File: config.mk
export PLATFORM = sky130hd
export DESIGN_NAME = uart_rx_os_framer
export DESIGN_NICKNAME = d
export VERILOG_FILES = /design/src/rtl/uart_rx_os_framer.sv
export SDC_FILE = /design/constraint.sdc
export NUM_CORES = 1
export LEC_CHECK = 0
export ABC_AREA = 1
export CAP_MARGIN = 20
export CORE_MARGIN = 8
export CORE_UTILIZATION = 58
export CTS_BUF_LIST = sky130_fd_sc_hd__clkbuf_8
export CTS_CLUSTER_SIZE = 20
export DETAILED_ROUTE_END_ITERATION = 6
export MAX_ROUTING_LAYER = met4
export PLACE_DENSITY = 0.87
export SLEW_MARGIN = 40
export SYNTH_ARGS = -nofsm -noshare
export SYNTH_HDL_FRONTEND = slang
export SYNTH_SLANG_ARGS = --single-unit
File: constraint.sdc
create_clock -name clk -period 1.6 [get_ports clk]
set_input_delay 0.32 -clock clk [delete_from_list [all_inputs] [get_ports clk]]
set_output_delay 0.32 -clock clk [all_outputs]
set_load 0.1 [all_outputs]
File: src/rtl/uart_rx_os_framer.sv
// UART receiver with 3-point majority-vote oversampling, optional parity and
// a FIFO-facing write strobe. Frames are checked at the stop-bit vote and
// produce exactly one of: write strobe, frame error, parity error, overrun.
module uart_rx_os_framer #(
   parameter int CLKS_PER_BIT = 217,
   parameter bit PARITY_EN    = 1'b0,
   parameter bit PARITY_ODD   = 1'b0
) (
   input  logic       clk,
   input  logic       rst,
   input  logic       i_Rx_Serial,
   input  logic       wr_ready,
   input  logic       full,
   output logic [7:0] o_RX_Byte,
   output logic       o_RX_Done,
   output logic       o_CTS,
   output logic       o_frame_err,
   output logic       o_parity_err,
   output logic       o_overrun,
   output logic       o_busy
);

   localparam int H  = CLKS_PER_BIT / 2;
   localparam int CW = $clog2(CLKS_PER_BIT);

   typedef logic [CW-1:0] cnt_t;

   localparam cnt_t CNT_HM1  = cnt_t'(H - 1);
   localparam cnt_t CNT_H    = cnt_t'(H);
   localparam cnt_t CNT_VOTE = cnt_t'(H + 1);
   localparam cnt_t CNT_LAST = cnt_t'(CLKS_PER_BIT - 1);

   typedef enum logic [2:0] {IDLE, START, DATA, PARITY, STOP} state_t;

   logic       rx_meta, rx_s;
   logic [1:0] sync_fill;
   state_t     state, state_next;
   cnt_t       clk_cnt, cnt_next;
   logic [2:0] bit_idx, idx_next;
   logic [7:0] shift_reg, shift_next;
   logic [1:0] samp, samp_next;
   logic       par_bad, par_bad_next;
   logic       armed, armed_next;
   logic [7:0] byte_next;
   logic       done_next, ferr_next, perr_next, ovr_next;
   logic       vote, at_vote, at_last;

   // Two-flop synchronizer; sync_fill marks when rx_s reflects the real line
   // rather than the forced-high reset value.
   // NOTE: sequential state uses non-blocking assignments so every flop samples pre-edge values.
   always_ff @(posedge clk or posedge rst) begin
      if (rst) begin
         rx_meta   <= 1'b1;
         rx_s      <= 1'b1;
         sync_fill <= 2'b00;
      end else begin
         rx_meta   <= i_Rx_Serial;
         rx_s      <= rx_meta;
         sync_fill <= {sync_fill[0], 1'b1};
      end
   end

   assign vote    = (samp[0] & samp[1]) | (samp[0] & rx_s) | (samp[1] & rx_s);
   assign at_vote = (clk_cnt == CNT_VOTE);
   assign at_last = (clk_cnt == CNT_LAST);

   // Next-state, datapath and registered-output decode.
   // NOTE: every variable written here gets a default first so no latch is inferred.
   always_comb begin
      state_next   = state;
      cnt_next     = clk_cnt + cnt_t'(1);
      idx_next     = bit_idx;
      shift_next   = shift_reg;
      samp_next    = samp;
      par_bad_next = par_bad;
      armed_next   = armed;
      byte_next    = o_RX_Byte;
      done_next    = 1'b0;
      ferr_next    = 1'b0;
      perr_next    = 1'b0;
      ovr_next     = 1'b0;

      if (clk_cnt == CNT_HM1) samp_next[0] = rx_s;
      if (clk_cnt == CNT_H)   samp_next[1] = rx_s;

      case (state)
         IDLE: begin
            cnt_next = '0;
            // A start is only accepted once the line has been seen idle-high,
            // which keeps a break or a reset mid-frame from faking a start.
            if (sync_fill[1] && rx_s) armed_next = 1'b1;
            if (armed && !rx_s) begin
               state_next   = START;
               par_bad_next = 1'b0;
            end
         end
         START: begin
            if (at_vote && vote) begin
               state_next = IDLE;
               cnt_next   = '0;
            end else if (at_last) begin
               state_next = DATA;
               cnt_next   = '0;
               idx_next   = '0;
            end
         end
         DATA: begin
            if (at_vote) shift_next[bit_idx] = vote;
            if (at_last) begin
               cnt_next = '0;
               if (bit_idx == 3'd7) begin
                  state_next = PARITY_EN ? PARITY : STOP;
                  idx_next   = '0;
               end else begin
                  idx_next = bit_idx + 3'd1;
               end
            end
         end
         PARITY: begin
            if (at_vote) par_bad_next = vote ^ (^shift_reg) ^ PARITY_ODD;
            if (at_last) begin
               state_next = STOP;
               cnt_next   = '0;
            end
         end
         STOP: begin
            // Decide at the vote and release immediately so a following start
            // bit is never missed.
            if (at_vote) begin
               state_next = IDLE;
               cnt_next   = '0;
               if (!vote) begin
                  ferr_next  = 1'b1;
                  armed_next = 1'b0;
               end else if (PARITY_EN && par_bad) begin
                  perr_next = 1'b1;
               end else if (!wr_ready || full) begin
                  ovr_next = 1'b1;
               end else begin
                  done_next = 1'b1;
                  byte_next = shift_reg;
               end
            end
         end
         default: begin
            state_next = IDLE;
            cnt_next   = '0;
         end
      endcase
   end

   // FSM, datapath and output registers.
   always_ff @(posedge clk or posedge rst) begin
      if (rst) begin
         state        <= IDLE;
         clk_cnt      <= '0;
         bit_idx      <= '0;
         shift_reg    <= '0;
         samp         <= 2'b11;
         par_bad      <= 1'b0;
         armed        <= 1'b0;
         o_RX_Byte    <= 8'h00;
         o_RX_Done    <= 1'b0;
         o_frame_err  <= 1'b0;
         o_parity_err <= 1'b0;
         o_overrun    <= 1'b0;
         o_busy       <= 1'b0;
         o_CTS        <= 1'b0;
      end else begin
         state        <= state_next;
         clk_cnt      <= cnt_next;
         bit_idx      <= idx_next;
         shift_reg    <= shift_next;
         samp         <= samp_next;
         par_bad      <= par_bad_next;
         armed        <= armed_next;
         o_RX_Byte    <= byte_next;
         o_RX_Done    <= done_next;
         o_frame_err  <= ferr_next;
         o_parity_err <= perr_next;
         o_overrun    <= ovr_next;
         o_busy       <= (state_next != IDLE);
         o_CTS        <= wr_ready & ~full;
      end
   end

endmodule

* Word level (Yosys, flattened, before mapping) *
Cells that the tools add are included.

word-level totals
  register bits = 42
  input port bits = 5
  logic and storage cells = 94

cells by class
  add/sub/neg operators = 2
  order comparisons = 2
  eq/ne operators = 15
  mux-type cells = 35
  bitwise gates (word level) = 8
  reduce and logical (&&, ||, !) cells = 16

operators by type and width
  cell                   count
  $mux W3                11
  $eq A8 B7 Y1 const B   3
  $mux W8                3
  $pmux W8 S3            1
  $mux W1                15
  $pmux W3 S5            1
  $ne A2 B2 Y1 const B   6
  $reduce_and A4 Y1      3
  $add A8 B1 Y8 const B  1
  $bwmux W8              1
  $eq A8 B8 Y1 const B   1
  $eq A3 B2 Y1 const B   2
  $eq A3 B3 Y1 const B   2
  $pmux W3 S2            1
  $and A1 B1 Y1          4
  $logic_and A1 B1 Y1    4
  $lt A3 B4 Y1 const B   1
  $reduce_bool A2 Y1     2
  $add A3 B1 Y3 const B  1
  $demux W1 S3           1
  $eq A3 B1 Y1 const B   1
  $ge A3 B1 Y1 const B   1
  $logic_not A3 Y1       1
  $reduce_bool A3 Y1     1
  other kinds (7)        10

* Logic depth before layout (Yosys ltp) *
Gate-level depths: netlist of the first run.

  word-level depth = 7
  depth in mapped cells = 10
  mapped depth without buffers = 10

* Worst setup path after synthesis of the first run *
OpenSTA, ideal clock, no wires.

  path kind = reg2reg
  start = register samp[1]
  end = register o_busy
  data arrival time = 1.243 ns
  data required time = 1.476 ns
  slack = 0.233 ns
  stages on the path, launching flop included = 8
  buffers on the path = 0
  cells stage by stage = dfstp_2 > nand2_1 > nand3_1 > nand3_1 > nand2_1 > nand2_1 > a21oi_1 > nand2_1

on the way
  word-level cells in the longest chain between the ends = 7

ends and longest elaborated chain
  what                     line  source
  start, declared          41    logic [1:0] samp, samp_next;
  start signal, assigned   174   samp <= samp_next;
  $and A1 B1 Y1            63    assign vote = (samp[0] & samp[1]) | (samp[0] & rx_s) | (samp[1] & rx_s);
  $or A1 B1 Y1             63
  $or A1 B1 Y1 (*)         63
  $logic_and A1 B1 Y1 (*)  98    if (at_vote && vote) begin
  $mux W3 (*)              98
  $pmux W3 S5 (*)          86    case (state)
  $reduce_bool A3 Y1 (*)   182   o_busy <= (state_next != IDLE);
  end signal, assigned     182
  end, declared            20    output logic o_busy

Mark *: on every way between the ends. The rest lies on a longest branch, timed or not.
A chain may end at the register's enable or synchronous reset.

* Final worst setup path of the first run *
  start = register clk_cnt[4]
  end = register clk_cnt[2]

on the way
  word-level cells in the longest chain between the ends = 4

ends and longest elaborated chain
  what                                                   line    source
  start, declared                                        38      cnt_t clk_cnt, cnt_next;
  start signal, assigned                                 171     clk_cnt <= cnt_next;
  $eq A8 B8 Y1 / $eq A8 B7 Y1 (equally long branches)    65, 64
  $mux W8 / $logic_and A1 B1 Y1 (equally long branches)  -
  $mux W8                                                98
  $pmux W8 S3 (*)                                        86
  via cnt_next[2]                                        38

Mark *: on every way through the listed nets, which the timed path passes. The rest lies on a longest branch.

==> results.json, run 1 <==
{
  "outcome": "completed",
  "finalCriticalPeriod_ps": 1540,
  "finalNetCount": 259,
  "endpoint_kind": "flip-flop",
  "drv_slew": 0,
  "critical_path.most_common_cell": "nand2_1",
  "area_of_the_multi_input_gates_um2": 790,
  "avgSynthCellArea_um2": 8.87,
  "fp.coreArea_um2": 3280,
  "seq_area_frac_synth_pct": 54.4,
  "cts.reportedPaths.clkPinSlew_ps": 80,
  "grt_use_met2_pct": 28.3,
  "skew_ps": 8.22,
  "fmax_ghz": 0.649,
  "synth_top_cells_by_area": "dfrtp_1 (49%), nand2_1 (12%), dfstp_2 (5.4%)",
  "globalRouteMet3Util_pct": 6.00,
  "grt_pass1_vias": 1542,
  "timing_worst_setup_path_type": "flip-flop to flip-flop",
  "cts_made_buffers": 5,
  "critical_path_arrival_ps": 1710,
  "total_routing_usage_gr_pct": 17.6,
  "post_synth_num_cell_types": 29,
  "synthesis.nets": 229,
  "stdcell_count": 296,
  "layout.cells.most_common_list": "nand2_1 (62), dfrtp_1 (38), inv_1 (27)",
  "post_drt_via_cell_ratio": 5.29,
  "min-delay-path-class": "flip-flop to flip-flop",
  "cts_tree": "yes",
  "synth.ff_latch_count": 42,
  "start_kind": "flip-flop",
  "met1_usage_pct": 19.6,
  "routed_wirelength_um": 4320,
  "required_ps": 1770,
  "grt-busiest-layer": "met2",
  "place_congestion": 0.839,
  "layout_commonest_cell": "nand2_1",
  "insertion_delay_ps": 300,
  "worstHoldPathCells": 0,
  "detailroute.via_count": 1565,
  "cell_taking_the_most_area_after_synthesis": "dfrtp_1",
  "dp_hpwl_um": 3010,
  "clock_tree_root_driver_cell": "clkbuf_8",
  "vdd.ir_drop.worst_v": 0.000990,
  "die_area_um2": 5460,
  "reg2reg_depth": 8,
  "cts_max_path_buffers": 2,
  "numPortBuffers": 17,
  "grt_overflow": 0,
  "synth_cells": 219,
  "period_share_pct": 96.2,
  "critical_path_peak_fanout": 8,
  "grt_start_max_net_pins": 43,
  "final.hold.worst_slack_ps": 351,
  "post_route_cells_drive_above_1_share_pct": 18.0,
  "io-pin-count": 19,
  "powerDensity_nw_per_um2": 999,
  "antenna_violations_before_repair": 0,
  "detailed_route_drc_error_count": 0,
  "cellLeakagePower_nw": 1.25,
  "area_fraction_of_the_dominant_cell_type_after_synthesis_pct": 49.0,
  "critical_path.max_stage_delay_ps": 410,
  "chipWidth_um": 73.9,
  "dp.cells": 286,
  "yosysWarnings": 0,
  "filler_cell_count": 207,
  "reg2reg_slack_ps": 60,
  "worst_path_max_delay_cell": "dfrtp_1",
  "pre_repair_dr_iteration_count": 4,
  "die-height_um": 73.9,
  "max-cap-violations": 0,
  "number_of_diodes_added_for_antenna_fixing": 0,
  "cts_sinks": 42,
  "register_area_um2": 1060,
  "path_cells": "inv_1, nand2_1, nor2_4, nand3_1, nand2_1, nand2_1, nand2_4, a21oi_1",
  "finalHoldViolations": 0,
  "syn_area_um2": 1940,
  "num_rows": 21,
  "floorplan.initialDensity_pct": 59.1,
  "htree_num_levels": 2,
  "antenna_violating_nets_post_route": 0,
  "dr.first_iter.drc_count": 132,
  "drt-wirelength-per-cell_um": 14.6,
  "grt_first_pass_wirelength_um": 7070,
  "finalSetupViolations": 0,
  "flow.area_growth_from_synthesis_pct": 28.3
}
[repair_timing]
action,in CTS,in global routing
resized for setup,0,4
hold buffers,0,0
endpoints found under the setup margin,0,17
buffers inserted,0,2
hold endpoints to repair,0,0
[worst paths after layout]
| check | from | to |
|---|---|---|
| worst max-delay path | clk_cnt[4] | clk_cnt[2] |
| worst min-delay path | sync_fill[0] | sync_fill[1] |
| worst max register to register | clk_cnt[4] | clk_cnt[2] |
| worst min register to register | sync_fill[0] | sync_fill[1] |
| max in group asynchronous | rst | rx_s |
| min in group asynchronous | rst | clk_cnt[5] |
[cells in the mapped netlist (all sizes together)]
| master | number |
|---|---|
| nand2 | 66 |
| dfrtp | 38 |
| inv | 27 |
| dfstp | 4 |
| xnor2 | 1 |
| o21ai | 10 |
| o22ai | 1 |
| buf | 1 |
| a21oi | 12 |
| nor4 | 1 |
| xor2 | 4 |
| a31oi | 1 |
| ha | 5 |
| nand3b | 1 |
| nor3 | 2 |
| clkinv | 1 |
| nand3 | 18 |
| nand4 | 2 |
| o31ai | 1 |
| conb | 2 |
| nor2 | 21 |
[cell families (layout without fill, tap and decap cells)]
family                     Yosys count  after routing  share of synthesized area (%)
DFF                                 42             42                           54.4
buffers and inverters               29             60                           5.86
xor gates and xnor gates             5              5                           2.26
adders and majority gates            5              5                           3.22
other                                2              2                          0.387
and+or+nand+nor                    111            111                           27.2
AOI/OAI and AO/OA                   25             25                           6.70
[where the power goes]
part	leakage (nW)	internal [mW]	total (mW)	switching (mW)
combinational	0.629	0.148	0.474	0.326
sequential	0.556	1.12	1.17	0.0459
clock	0.0626	0.502	0.849	0.346
[area by class of cell]
| type | count | area share, % |
|---|---|---|
| well taps | 46 | 2.31 |
| clock buffers | 6 | 3.31 |
| clock inverters | 2 | 1.36 |
| repair buffers | 24 | 14.7 |
| multi-input cells | 148 | 31.7 |
| flip-flops and latches | 42 | 42.4 |
| inverters | 28 | 4.27 |
[per-stage QoR]
| stage | cell area (um^2) | TNS [ps] | setup slack [ps] | total power, mW | utilization, % |
|---|---|---|---|---|---|
| finish | 2490 | 0 | 60.2 | 2.49 | 75.8 |
| global route | 2490 | -85.4 | -27.5 | 2.60 | 75.8 |
| CTS | 2460 | 0 | 94.9 | 2.48 | 74.9 |
| detailed placement | 2340 | -49.8 | -44.0 | 1.64 | 71.3 |
| global placement | 2340 | 0 | 49.7 | 1.63 | 71.3 |
| floorplan | 1940 | 0 | 233 | 1.50 | - |
[worst max-delay path: cells and delay by family, from the launching register on]
kind / cells / cell delay [ps]
AOI/OAI and AO/OA: 1 / 100
buffers and inverters: 1 / 90
DFF: 1 / 410
and+or+nand+nor: 6 / 810
[per-layer routing]
metal  up-vias  wire (um)
met2        49       2230
met3        16        283
met1       749       1660
met5         -          0
met4         0        137
li1        751          -
No activity file was read; power rests on OpenSTA's default activity.
==> run 2, diff against run 1 <==
--- a/config.mk
+++ b/config.mk
@@ -10,6 +10,7 @@
 export CORE_MARGIN = 8
 export CORE_UTILIZATION = 58
 export CTS_BUF_LIST = sky130_fd_sc_hd__clkbuf_8
+export CTS_CLUSTER_DIAMETER = 60
 export CTS_CLUSTER_SIZE = 20
 export DETAILED_ROUTE_END_ITERATION = 6
 export MAX_ROUTING_LAYER = met4
==> results of run 2 <==
The final DEF is identical to that of run 1; final timing and power are the same.
